<file path="config.mk">
export PLATFORM = sky130hd
export DESIGN_NAME = q_stream_monitor
export DESIGN_NICKNAME = d
export VERILOG_FILES = /design/src/rtl/q_stream_monitor.sv
export SDC_FILE = /design/constraint.sdc
export NUM_CORES = 1
export LEC_CHECK = 0
export ABC_CLOCK_PERIOD_IN_PS = 4200
export BUFFER_PORTS_ARGS = -buffer_cell sky130_fd_sc_hd__buf_2
export CAP_MARGIN = 40
export CELL_PAD_IN_SITES_DETAIL_PLACEMENT = 1
export CELL_PAD_IN_SITES_GLOBAL_PLACEMENT = 2
export CORE_UTILIZATION = 34
export DETAILED_ROUTE_END_ITERATION = 8
export PLACE_DENSITY = 0.92
export RECOVER_POWER = 25
export SETUP_SLACK_MARGIN = 0.4
export SYNTH_ARGS = -nofsm -noshare
export SYNTH_HDL_FRONTEND = slang
export SYNTH_SLANG_ARGS = --single-unit
</file>
<file path="constraint.sdc">
create_clock -name clk -period 4.2 [get_ports clk]
set_input_delay 0.42 -clock clk [delete_from_list [all_inputs] [get_ports clk]]
set_output_delay 0.42 -clock clk [all_outputs]
set_load 0.02 [all_outputs]
</file>
<file path="src/rtl/q_stream_monitor.sv">
// +--------------------------------------------------------------------------+
// | q_stream_monitor: serial pattern detector with saturating edge counters   |
// | Rev 1.0 - initial release                                                |
// +--------------------------------------------------------------------------+
`default_nettype none

module q_stream_monitor #(
  parameter int                 PAT_LEN = 4,
  parameter logic [PAT_LEN-1:0] PATTERN = 4'b1011,
  parameter int                 CNT_W   = 8
) (
  input  logic             clk,
  input  logic             reset,
  input  logic             din,
  input  logic             din_valid,
  input  logic             clear,
  output logic             detect,
  output logic [CNT_W-1:0] match_cnt,
  output logic [CNT_W-1:0] rise_cnt,
  output logic [CNT_W-1:0] fall_cnt,
  output logic             last_bit
);

  localparam int               c_FILL_W   = $clog2(PAT_LEN + 1);
  localparam logic [c_FILL_W-1:0] c_FILL_MAX = c_FILL_W'(PAT_LEN);
  localparam logic [c_FILL_W-1:0] c_FILL_ARM = c_FILL_W'(PAT_LEN - 1);
  localparam logic [CNT_W-1:0] c_CNT_MAX  = {CNT_W{1'b1}};

  // Only the newest PAT_LEN-1 history bits are retained; the oldest bit of
  // the window would be shifted out by the very sample that completes it.
  logic [PAT_LEN-2:0]  r_hist;
  logic [c_FILL_W-1:0] r_fill;
  logic                r_have_prev;

  logic [PAT_LEN-1:0]  w_window;
  logic                w_match;
  logic                w_rise;
  logic                w_fall;

  always_comb begin
    w_window = {r_hist, din};
    w_match  = din_valid && (r_fill >= c_FILL_ARM) && (w_window == PATTERN);
    w_rise   = din_valid && r_have_prev && !last_bit &&  din;
    w_fall   = din_valid && r_have_prev &&  last_bit && !din;
  end

  always_ff @(posedge clk) begin
    if (reset) begin
      r_hist      <= '0;
      r_fill      <= '0;
      r_have_prev <= 1'b0;
      last_bit    <= 1'b0;
      detect      <= 1'b0;
      match_cnt   <= '0;
      rise_cnt    <= '0;
      fall_cnt    <= '0;
    end else begin
      detect <= w_match;

      if (din_valid) begin
        r_hist      <= w_window[PAT_LEN-2:0];
        r_have_prev <= 1'b1;
        last_bit    <= din;
        if (r_fill != c_FILL_MAX) begin
          r_fill <= r_fill + c_FILL_W'(1);
        end
      end

      // Clear beats any increment landing in the same cycle.
      if (clear) begin
        match_cnt <= '0;
        rise_cnt  <= '0;
        fall_cnt  <= '0;
      end else begin
        if (w_match && (match_cnt != c_CNT_MAX)) begin
          match_cnt <= match_cnt + CNT_W'(1);
        end
        if (w_rise && (rise_cnt != c_CNT_MAX)) begin
          rise_cnt <= rise_cnt + CNT_W'(1);
        end
        if (w_fall && (fall_cnt != c_CNT_MAX)) begin
          fall_cnt <= fall_cnt + CNT_W'(1);
        end
      end
    end
  end

endmodule

`default_nettype wire

</file>
# == After elaboration in Yosys (flattened, before gate mapping) ==
# Index checks and enable logic that the tools add are counted.
# op_classes
addsub,4
n_lt_le_gt_ge,1
eq_ne,5
reduce_logical,14
# op_table
op,count
$add 8x1->8 const B,3
$ne 8x8->1 const B,3
$logic_and 1x1->1,10
$eq 4x4->1 const B,1
$add 3x1->3 const B,1
$ge 3x2->1 const B,1
$ne 3x3->1 const B,1
$logic_not 1->1,2
$reduce_and 2->1,1
$reduce_or 2->1,1
# totals
reg_bits,33
inputBits,5

# == Depth between registers and ports, before layout ==
# depth
depth_word,4
ltp_mapped,6

# == Least setup slack after synthesis ==
# OpenSTA, ideal clock, no wires.
# synth_path
kind,reg2reg
start,register fall_cnt[0]
end,register fall_cnt[7]
setup_ps,116
arrival_time_ps,1557
slack_ps,2527
path_stages_with_launch,6
period_less_slack_ps,1673
path_cell_list,dfxtp_1 ha_1 and4_1 nor4_1 a21oi_1 a31o_2
# synth_via
elab_chain_len,2
# synth_lines
element,line_no,rtl
from (decl),20,"output logic [CNT_W-1:0] fall_cnt,"
from (signal assigned),82,fall_cnt <= fall_cnt + CNT_W'(1);
branches (longest 2 deep; another with $add 8x1->8),--,
# Several ways; the timed one is not identified.
# A chain may end at the register's enable or synchronous reset.

# == Final worst setup path ==
# layout_path
start,input din_valid
end,register fall_cnt[7]
# layout_via
elab_chain_len,4
# layout_lines
element,line_no,rtl
from (decl),15,"input logic din_valid,"
$logic_and 1x1->1 (3 in a row),44,w_fall = din_valid && r_have_prev && last_bit && !din;
$logic_and 1x1->1,81,if (w_fall && (fall_cnt != c_CNT_MAX)) begin
# Every way passes these cells.

==> reports/summary.txt <==
Final setup TNS = 0 ps
Routability cong. = 0.798
Commonest cells after routing, fill and taps aside = dfxtp_1, nor2_1, buf_2
Worst Skew = 5.31 ps
Root buffer selected by CTS = clkbuf_8
Worst-margin pin slew = 453 ps
Slowest CP cell = nor4_1
Post-Synthesis Cells = 172
WL met3 = 137 um
Cell family with most CP delay = simple AND/OR/NAND/NOR gates
Min Tclk post-route = 1750 ps
Sink Count = 32
R2R setup slack = 2470 ps
Worst Hold Endpoint = r_hist[0]$_SDFFE_PP0P_
Post-Synth Adder-Cell Area = 0.0491
Cts repair resizes = 0
Pre-antenna DRT Iters = 4
Post-synthesis mux area share = 0.0459
CP Capture Type = flip-flop
Wl on met1 = 1.57 mm
Worst path buffer plus inverter count = 1
Synthesized flop and latch total = 32
Largest net degree at the start of global routing = 24
Area delta synth->final = 17.5%
Antenna Nets Post-Route = 0
Post-CTS Hold Fix Bufs = 0
# setup viols final = 0
Most common library cell in the layout ignoring fill and taps = dfxtp_1
Maximum root-to-sink buffer count = 2
Fillers = 542
Post-synth ARST share = 0
Static Leak = 0.707 nW
Synth Area in XOR/XNOR = 0.0516
Vias per std cell = 5.28
Cts bufs inserted = 5
CP max stage delay = 510 ps
Core Box Area = 4320 um2
Layout Utilization = 0.415
Reg clk slew, reported paths = 70 ps
Synth warn = 0
Final Hold Fails = 0
Relative slew slack = 0.695
Fin crit share = 0.416
Initial drt markers = 43
First-pass GRT wire length = 6.08 mm
Seq/Total Area, Yosys = 0.419
Fmax = 573 MHz
Die W = 69.0 um
# Post-CTS Setup Buffers = 0
Post-Syn Area = 1530 um2
Cell Chain, Critical Path = clkbuf_1 -> nand4b_1 -> nor4_1 -> a21oi_1 -> a31o_2
Rows = 24
Largest family of logic cells by synthesized area = simple AND/OR/NAND/NOR gates
DPL Wire Length = 2.42 mm
Status = finished, final reports clean
WP depth = 5
Unrepaired setup endpoints after global routing = false
Final nets = 215
Post-synth EDFFs = 0
Simple-gate share of the synthesized area = 0.257
Peak VDD IR = 0.134 mV
WL/cell = 12.9 um
IO buf count = 30
Fin. max-slew vios = 0
Worst Hold Class = input port to flip-flop
Worst r2r dst = fall_cnt[7]$_SDFFE_PP0P_
Crit start category = input port
WHS Path Cells = 3
Die area = 4770 um2
Die span in y = 69.0 um
Global route overflow = 0
CTS tree = yes
Post-route DRC = 0
Count of distinct cell types in the synthesized netlist = 42
Synthesized area per cell = 8.88 um2
Met2 wire length = 1.51 mm
Final WL = 3.31 mm
WS Path Type = input port to flip-flop
Vias in the first global route = 1364
Net Count, Synth = 183
Fraction of layout cells with a size suffix above 1 = 0.176
Hold Startpoint = din
Worst-Skew Late Latency = 290 ps
Max FO, Critical Path = 10
Initial Util = 0.353
R2R depth = 5
Post-synthesis compound-gate area fraction = 0.144
Top Ports = 31
Reg-to-reg startpoint = fall_cnt[0]$_SDFFE_PP0P_
Most used DFF post-synth = dfxtp_1
Via count = 1357
Req. time, crit path = 4380 ps
Gr usage total = 0.159
Inserted Diodes = 0
PD cells = 326 nW/um2
Initial antenna violation count = 0
CTS H-tree depth = 2
Highest Signal Layer = met4
Max cap viols = 0
Crit path arrival time = 1930 ps
==> per-stage QoR <==
stage	hold slack, ps	power [mW]	std cells	worst slack (ps)	cell area, um2
after floorplan	454	0.341	172	2530	1530
after global placement	472	0.348	249	2360	1720
after detailed placement	495	0.349	249	2310	1720
after CTS	416	0.597	257	2450	1810
after global routing	441	0.614	257	2270	1800
final	422	0.585	257	2450	1800
==> per-layer routing <==
| layer | GRT usage | vias to the layer above |
|---|---|---|
| met4 | 0.102 | 0 |
| met5 | 0 | - |
| met1 | 0.193 | 642 |
| met2 | 0.249 | 25 |
| met3 | 0.0395 | 7 |
| li1 | - | 683 |
==> registers in the layout, summed over array words and instances, names as in the netlist <==
| name | flops |
|---|---|
| r_have_prev | 1 |
| fall_cnt | 8 |
| rise_cnt | 8 |
| match_cnt | 8 |
| r_fill | 3 |
| detect | 1 |
| r_hist | 3 |
==> synth_stat cells (all sizes together) (3+ instances only) <==
cell    instances  area share
and3            5       0.021
xor2            5       0.029
inv             6       0.015
clkbuf          3      0.0074
nand3           9       0.038
or4             4       0.020
nand4           3       0.012
xnor2           4       0.023
a21oi          10       0.033
dfxtp          32        0.42
o211ai          4       0.020
ha              6       0.049
mux2i           7       0.046
nor2           29       0.071
o21ai           7       0.023
nand2           9       0.022
==> area by class of cell <==
type	instances	area, um2	area share
Multi-Input combinational cell	129	837	0.466
Sequential cell	32	641	0.357
Timing Repair Buffer	30	138	0.0767
Clock buffer	6	82.6	0.0460
Tap cell	52	65.1	0.0362
Inverter	6	22.5	0.0125
Clock inverter	2	10.0	0.00557
==> worst max path at each step <==
stage                             start                       end  slack [ps]
6_report                      din_valid  fall_cnt[7]$_SDFFE_PP0P_        2450
3_5_place_dp                  din_valid  fall_cnt[7]$_SDFFE_PP0P_        2310
4_1_cts          r_hist[0]$_SDFFE_PP0P_  fall_cnt[7]$_SDFFE_PP0P_        2450
3_3_place_gp                  din_valid  fall_cnt[7]$_SDFFE_PP0P_        2360
5_1_grt                       din_valid  fall_cnt[7]$_SDFFE_PP0P_        2270
2_1_floorplan  fall_cnt[0]$_SDFFE_PP0P_  fall_cnt[7]$_SDFFE_PP0P_        2530
==> power breakdown <==
part	internal, mW	switching [mW]	total [mW]	leakage, nW
Sequential	0.308	0.00471	0.313	0.259
Clock	0.131	0.113	0.244	0.0510
Combinational	0.0111	0.0175	0.0287	0.398
Total	0.450	0.136	0.585	0.707
==> tightest hold or removal path, stage by stage <==
cell and delay, ps:
buf_2 110, mux2i_1 70, nor2_1 80
==> cell families after synthesis <==
group | after synthesis
xor+xnor | 9
compound gates | 34
flops | 32
buf+inv | 11
simple gates | 73
mux | 7
fa+ha+maj | 6
(Power assumes the default switching activity.)
